## src/rtl/cap17_mem_pkg.sv

```systemverilog
// Shared definitions for the CAP17 data-memory access sequencer.
package cap17_mem_pkg;

   localparam int unsigned ADDR_W_DEFAULT = 12;

   typedef enum logic [1:0] {
      IDLE = 2'd0,
      B0   = 2'd1,
      B1   = 2'd2,
      DONE = 2'd3
   } state_e;

   localparam logic SZ_BYTE = 1'b0;
   localparam logic SZ_WORD = 1'b1;

endpackage

```

## src/rtl/mem_word_ctrl.sv

```systemverilog
// Splits 8/16-bit load/store requests into byte accesses on an 8-bit memory
// and reassembles load data little-endian into a single completion pulse.
module mem_word_ctrl
   import cap17_mem_pkg::*;
#(
   parameter int unsigned ADDR_W = ADDR_W_DEFAULT
) (
   input  logic              clk,
   input  logic              reset,
   input  logic              req_valid,
   output logic              req_ready,
   input  logic              req_write,
   input  logic              req_size,
   input  logic [ADDR_W-1:0] req_addr,
   input  logic [15:0]       req_wdata,
   output logic              rsp_valid,
   output logic [15:0]       rsp_rdata,
   output logic [ADDR_W-1:0] mem_addr,
   output logic [7:0]        mem_wdata,
   output logic              mem_we,
   input  logic [7:0]        mem_rdata
);

   state_e            r_state;
   state_e            w_state_next;
   logic              w_handshake;

   logic [ADDR_W-1:0] r_addr;
   logic              r_write;
   logic              r_size;
   logic [15:0]       r_wdata;
   logic [7:0]        r_rd_lo;
   logic              r_rsp_valid;
   logic [15:0]       r_rsp_rdata;

   assign req_ready   = (r_state == IDLE) & ~reset;
   assign w_handshake = req_valid & req_ready;
   assign rsp_valid   = r_rsp_valid;
   assign rsp_rdata   = r_rsp_rdata;

   always_comb begin
      w_state_next = r_state;
      unique case (r_state)
         IDLE:    if (w_handshake) w_state_next = B0;
         B0:      w_state_next = (r_size == SZ_WORD) ? B1 : DONE;
         B1:      w_state_next = DONE;
         DONE:    w_state_next = IDLE;
         default: w_state_next = IDLE;
      endcase
   end

   // Write enable is masked by reset so an interrupted word store never
   // commits its high byte in the reset cycle.
   always_comb begin
      mem_addr  = '0;
      mem_wdata = 8'h00;
      mem_we    = 1'b0;
      unique case (r_state)
         B0: begin
            mem_addr  = r_addr;
            mem_wdata = r_wdata[7:0];
            mem_we    = r_write & ~reset;
         end
         B1: begin
            mem_addr  = r_addr + ADDR_W'(1);
            mem_wdata = r_wdata[15:8];
            mem_we    = r_write & ~reset;
         end
         default: ;
      endcase
   end

   always_ff @(posedge clk) begin
      if (reset) begin
         r_state     <= IDLE;
         r_addr      <= '0;
         r_write     <= 1'b0;
         r_size      <= SZ_BYTE;
         r_wdata     <= 16'h0000;
         r_rd_lo     <= 8'h00;
         r_rsp_valid <= 1'b0;
         r_rsp_rdata <= 16'h0000;
      end else begin
         r_state     <= w_state_next;
         r_rsp_valid <= (r_state == DONE);
         if (w_handshake) begin
            r_addr  <= req_addr;
            r_write <= req_write;
            r_size  <= req_size;
            r_wdata <= req_wdata;
         end
         if (r_state == B1 && !r_write) begin
            r_rd_lo <= mem_rdata;
         end
         // Byte for the last-presented address arrives during DONE.
         if (r_state == DONE && !r_write) begin
            if (r_size == SZ_WORD) begin
               r_rsp_rdata <= {mem_rdata, r_rd_lo};
            end else begin
               r_rsp_rdata <= {8'h00, mem_rdata};
            end
         end
      end
   end

endmodule

```

## config.mk

```make
export PLATFORM = sky130hd
export DESIGN_NAME = mem_word_ctrl
export DESIGN_NICKNAME = d
export VERILOG_FILES = /design/src/rtl/cap17_mem_pkg.sv /design/src/rtl/mem_word_ctrl.sv
export SDC_FILE = /design/constraint.sdc
export NUM_CORES = 1
export LEC_CHECK = 0
export ABC_AREA = 0
export CAP_MARGIN = 20
export CORE_UTILIZATION = 47
export DETAILED_ROUTE_END_ITERATION = 16
export PLACE_DENSITY = 0.76
export SYNTH_ARGS = -nofsm -noshare
export SYNTH_HDL_FRONTEND = slang
export SYNTH_SLANG_ARGS = --single-unit
```

## constraint.sdc

```tcl
create_clock -name clk -period 1.9 [get_ports clk]
set_input_delay 0.19 -clock clk [delete_from_list [all_inputs] [get_ports clk]]
set_output_delay 0.19 -clock clk [all_outputs]
set_load 0.05 [all_outputs]
```

==> flow_summary.html <==
<table>
<tr><th>Metric</th><th>Value</th></tr>
<tr><th colspan="2">Timing</th></tr>
<tr><td>Setup clock skew after layout</td><td>0.007438 ns</td></tr>
<tr><td>Transition at the pin with the smallest max-transition slack</td><td>0.5152 ns</td></tr>
<tr><td>Share of the clock period used by the worst path after layout</td><td>1.057</td></tr>
<tr><td>Shortest period the worst path allows</td><td>2.008 ns</td></tr>
<tr><td>Final max-slew violation count</td><td>0</td></tr>
<tr><td>RSZ-0062 raised after global routing</td><td>true</td></tr>
<tr><td>Max_slew headroom</td><td>0.6555</td></tr>
<tr><td>FMAX</td><td>498.0 MHz</td></tr>
<tr><td>Number of endpoints with negative hold slack in the final report</td><td>0</td></tr>
<tr><td>Number of endpoints failing setup at the final stage</td><td>15</td></tr>
<tr><td>Post-layout worst setup margin</td><td>-0.1082 ns</td></tr>
<tr><th colspan="2">Global route</th></tr>
<tr><td>Number of global-route vias before repair</td><td>2,455</td></tr>
<tr><td>Total congestion overflow after global routing</td><td>0</td></tr>
<tr><td>Initial antenna violation count</td><td>0</td></tr>
<tr><td>Wire length of the first global-routing pass</td><td>11.83 mm</td></tr>
<tr><td>Global-route total usage across every layer</td><td>0.2458</td></tr>
<tr><td>Largest net degree at the start of global routing</td><td>61</td></tr>
<tr><th colspan="2">Floorplan</th></tr>
<tr><td>Row cnt</td><td>27</td></tr>
<tr><td>Starting density of the core</td><td>0.4934</td></tr>
<tr><td>Placeable core region</td><td>5574 um2</td></tr>
<tr><td>Area of the die</td><td>6161 um2</td></tr>
<tr><td>Top-level I/O count</td><td>80</td></tr>
<tr><td>Y dimension of the die</td><td>78.50 um</td></tr>
<tr><td>Horiz. Die Dim</td><td>78.50 um</td></tr>
<tr><th colspan="2">Place</th></tr>
<tr><td>Number of input and output port buffers inserted</td><td>79</td></tr>
<tr><td>Final HPWL DP</td><td>4.588 mm</td></tr>
<tr><td>Post-placement cell area</td><td>3805 um2</td></tr>
<tr><td>Final estimated routing congestion in global placement</td><td>0.8105</td></tr>
<tr><td>Cells after DPL</td><td>473</td></tr>
<tr><td>Worst Setup Slack post-DPL</td><td>-0.02327 ns</td></tr>
<tr><th colspan="2">Worst setup path</th></tr>
<tr><td>Data arrival at the endpoint of the critical path</td><td>1.82 ns</td></tr>
<tr><td>Kind of launch point of the worst setup path</td><td>flip-flop</td></tr>
<tr><td>FF-to-FF setup slack</td><td>0.17 ns</td></tr>
<tr><td>Reg-to-reg critical path endpoint</td><td>r_state[0]</td></tr>
<tr><td>Critical path fanouts, max</td><td>5</td></tr>
<tr><td>Critical path type</td><td>reg2out</td></tr>
<tr><td>Launching point of the worst reg2reg path</td><td>r_state[1]</td></tr>
<tr><td>Register-to-Register Path Depth</td><td>6</td></tr>
<tr><td>Worst endpoint required time</td><td>1.71 ns</td></tr>
<tr><td>Endpoint class of the critical path</td><td>primary output</td></tr>
<tr><th colspan="2">Detailed routing</th></tr>
<tr><td>Remaining antenna violation count</td><td>0</td></tr>
<tr><td>Vias</td><td>2,741</td></tr>
<tr><td>Number of remaining DRC errors</td><td>0</td></tr>
<tr><td>Number of vias per cell</td><td>5.438</td></tr>
<tr><td>Average routed wire per standard cell</td><td>15.67 um</td></tr>
<tr><td>Number of DRC markers in iteration 0</td><td>136</td></tr>
<tr><td>Number of detailed-route iterations in the first pass</td><td>4</td></tr>
<tr><td>Final WL</td><td>7.899 mm</td></tr>
<tr><th colspan="2">Clock tree</th></tr>
<tr><td>Clock latency at the later pin of the worst-skew pair</td><td>0.33 ns</td></tr>
<tr><td>CTS hold repair buffers</td><td>0</td></tr>
<tr><td>Clock root buffer</td><td>sky130_fd_sc_hd__clkbuf_8</td></tr>
<tr><td>Clock sink total</td><td>57</td></tr>
<tr><td>Level count of the clock H-tree</td><td>3</td></tr>
<tr><td>CTS tree</td><td>done</td></tr>
<tr><td>Clock input transition at the sequential cells of the worst setup and hold paths</td><td>0.06 ns</td></tr>
<tr><td>Maximum buffer depth of the clock tree</td><td>2</td></tr>
<tr><td>Number of buffers added by the clock tree synthesis step</td><td>9</td></tr>
<tr><th colspan="2">Power and ir drop</th></tr>
<tr><td>Worst ir drop on vdd</td><td>804.4 uV</td></tr>
<tr><td>Leakage power of the design</td><td>1.561 nW</td></tr>
<tr><td>Power per cell area</td><td>1277 nW/um2</td></tr>
<tr><th colspan="2">Min path</th></tr>
<tr><td>Number of stages on the worst hold path</td><td>3</td></tr>
<tr><td>Endpoint of the worst hold-timing path</td><td>r_addr[2]</td></tr>
<tr><td>Classification of the worst-slack hold path</td><td>in2reg</td></tr>
<tr><td>Startpoint of the worst hold path</td><td>reset</td></tr>
<tr><th colspan="2">Synth</th></tr>
<tr><td>Number of nets produced by synthesis</td><td>385</td></tr>
<tr><td>Largest area contributor in the netlist</td><td>sky130_fd_sc_hd__dfxtp_1</td></tr>
<tr><td>Top flip-flop cell by instance count after synthesis</td><td>sky130_fd_sc_hd__dfxtp_1</td></tr>
<tr><td>Synthesized area per cell</td><td>8.137 um2</td></tr>
<tr><td>Number of synthesis warnings</td><td>0</td></tr>
<tr><td>FF+latch count, synth</td><td>57</td></tr>
<tr><td>Synthesized area</td><td>2750 um2</td></tr>
<tr><td>Gate count of the mapped netlist</td><td>338</td></tr>
<tr><td>Async S/R FF share, synth</td><td>0</td></tr>
<tr><td>Synth area leaders</td><td>sky130_fd_sc_hd__dfxtp_1, sky130_fd_sc_hd__nand2b_1, sky130_fd_sc_hd__mux2i_1</td></tr>
<tr><td>Count of different cell masters after synthesis</td><td>37</td></tr>
<tr><td>Share of the synthesized area in the top cell type</td><td>0.4149</td></tr>
<tr><td>Fraction of the yosys area taken by sequential cells</td><td>0.4149</td></tr>
<tr><td>Number of flops mapped to enable cells by yosys</td><td>0</td></tr>
<tr><th colspan="2">Run status</th></tr>
<tr><td>Violated checks</td><td>negative setup slack</td></tr>
<tr><td>Run status</td><td>complete, but fails checks</td></tr>
<tr><th colspan="2">Final layout</th></tr>
<tr><td>Post-layout instance area</td><td>4441 um2</td></tr>
<tr><td>Number of cells in the finished layout apart from fillers</td><td>504</td></tr>
<tr><td>Final nets</td><td>476</td></tr>
<tr><td>Number of fill cells</td><td>356</td></tr>
<tr><td>Inserted Diodes</td><td>0</td></tr>
<tr><td>Share of post-route cells with drive strength above 1</td><td>0.3079</td></tr>
<tr><td>Area Growth Syn to Fin</td><td>61.46%</td></tr>
<tr><td>Final Core Density</td><td>0.7966</td></tr>
<tr><th colspan="2">Job</th></tr>
<tr><td>Max-capacitance violation count</td><td>0</td></tr>
</table>
-- worst max path at each step --
| stage | slack, ns | cells past startpoint | startpoint | endpoint |
|---|---|---|---|---|
| floorplan | -0.1 | 5 | r_state[0] | mem_addr[6] |
| global placement | 0.08 | 5 | r_state[0] | r_addr[8] |
| detailed placement | -0.02 | 5 | r_state[0] | r_wdata[12] |
| CTS | -0.09 | 6 | r_state[1] | mem_addr[2] |
| global route | -0.16 | 6 | r_state[1] | mem_addr[2] |
| finish | -0.11 | 6 | r_state[1] | mem_addr[2] |
-- where the power goes --
group / leakage [nW] / switching (mW) / internal [mW]
Sequential: 0.469 / 0.168 / 1.42
Clock: 0.0871 / 0.463 / 0.524
Combinational: 1.01 / 1.71 / 1.39
-- cell families after synthesis --
group | count (synthesis) | share of synthesized area
buffers and inverters | 37 | 0.06551
DFF | 57 | 0.4149
adders and majority gates | 6 | 0.02730
and+or+nand+nor | 135 | 0.2425
AOI/OAI and AO/OA | 84 | 0.1802
muxes | 19 | 0.06961
-- Yosys cell counts (2+ instances only) --
cell type                  number
sky130_fd_sc_hd__buf_1          3
sky130_fd_sc_hd__a22oi_1        9
sky130_fd_sc_hd__dfxtp_1       57
sky130_fd_sc_hd__mux2i_1       18
sky130_fd_sc_hd__a311oi_1       2
sky130_fd_sc_hd__a31oi_1        5
sky130_fd_sc_hd__nand4_1        2
sky130_fd_sc_hd__a211oi_1       9
sky130_fd_sc_hd__buf_4          2
sky130_fd_sc_hd__nand4b_1       2
sky130_fd_sc_hd__a21oi_1       19
sky130_fd_sc_hd__buf_2          2
sky130_fd_sc_hd__o21ai_0       35
sky130_fd_sc_hd__ha_1           6
sky130_fd_sc_hd__nor2b_1        4
sky130_fd_sc_hd__nand3_1        9
sky130_fd_sc_hd__inv_1          6
sky130_fd_sc_hd__or2b_1         2
sky130_fd_sc_hd__nand2_1       45
sky130_fd_sc_hd__clkbuf_1      21
sky130_fd_sc_hd__nor2_1        31
sky130_fd_sc_hd__a41oi_1        2
sky130_fd_sc_hd__buf_6          2
sky130_fd_sc_hd__and4_1         2
sky130_fd_sc_hd__nand2b_1      30
sky130_fd_sc_hd__and2_1         2
-- state kept, by name, summed over array words and instances (netlist names) --
name,flops
r_addr,12
r_rd_lo,8
r_size,1
r_state,2
r_wdata,16
r_write,1
rsp_rdata,16
rsp_valid,1
-- per-layer routing --
metal	global-route usage	vias up	share of wire	routed length (um)
li1	-	1335	-	-
met1	0.3148	1296	0.44	3480
met2	0.4035	98	0.50	3925
met3	0.05116	12	0.048	381
met4	0.09630	0	0.014	112
met5	0	-	0	0
-- repair_timing --
action                     4_1_cts  5_1_grt
gates cloned                     0        4
pin swaps                        6       10
setup buffers                    5        8
setup endpoints to repair       48       21
resized for setup               35       49
-- metrics by stage --
step                      hold slack, ns  total power, mW  setup TNS, ns
after floorplan                   0.2985            2.984        -0.2247
after global placement            0.4411            3.602              0
after detailed placement          0.4449            3.644       -0.04975
after CTS                         0.2519            4.821        -0.7220
after global routing              0.2985            5.934         -1.899
final                             0.2754            5.672        -0.8113
-- layout by cell type, fill, tap and decap left out, drive strengths merged --
cell,count
dfxtp,57
clkdlybuf4s50,56
buf,52
nand2,46
o21ai,35
nor2,32
nand2b,30
a21oi,19
mux2i,18
clkbuf,14
a22oi,9
a211oi,9
nand3,9
ha,6
a31oi,5
inv,5
nor2b,4
a41oi,2
a311oi,2
nand4b,2
clkinvlp,2
nand4,2
or2b,2
clkinv,2
and2,2
and4,2
and3,2
or4b,1
or4,1
mux2,1
o21bai,1
a2111oi,1
o31ai,1
-- worst max-delay path, stage by stage, from the launching register on --
cell and delay (ns):
sky130_fd_sc_hd__dfxtp_4 0.39, sky130_fd_sc_hd__clkinvlp_4 0.13, sky130_fd_sc_hd__ha_4 0.31, sky130_fd_sc_hd__inv_6 0.05, sky130_fd_sc_hd__buf_12 0.13, sky130_fd_sc_hd__a311oi_4 0.30, sky130_fd_sc_hd__buf_12 0.18
-- area by class of cell --
class | count | area [um2] | area share
inverter | 6 | 38.79 | 0.008735
clock buffer | 11 | 151.4 | 0.03409
clock inverter | 3 | 17.52 | 0.003945
sequential | 57 | 1156 | 0.2604
multi-input combinational | 244 | 1747 | 0.3934
tap | 72 | 90.09 | 0.02029
timing repair buffer | 111 | 1240 | 0.2792
No activity file was read; power rests on OpenSTA's default activity.
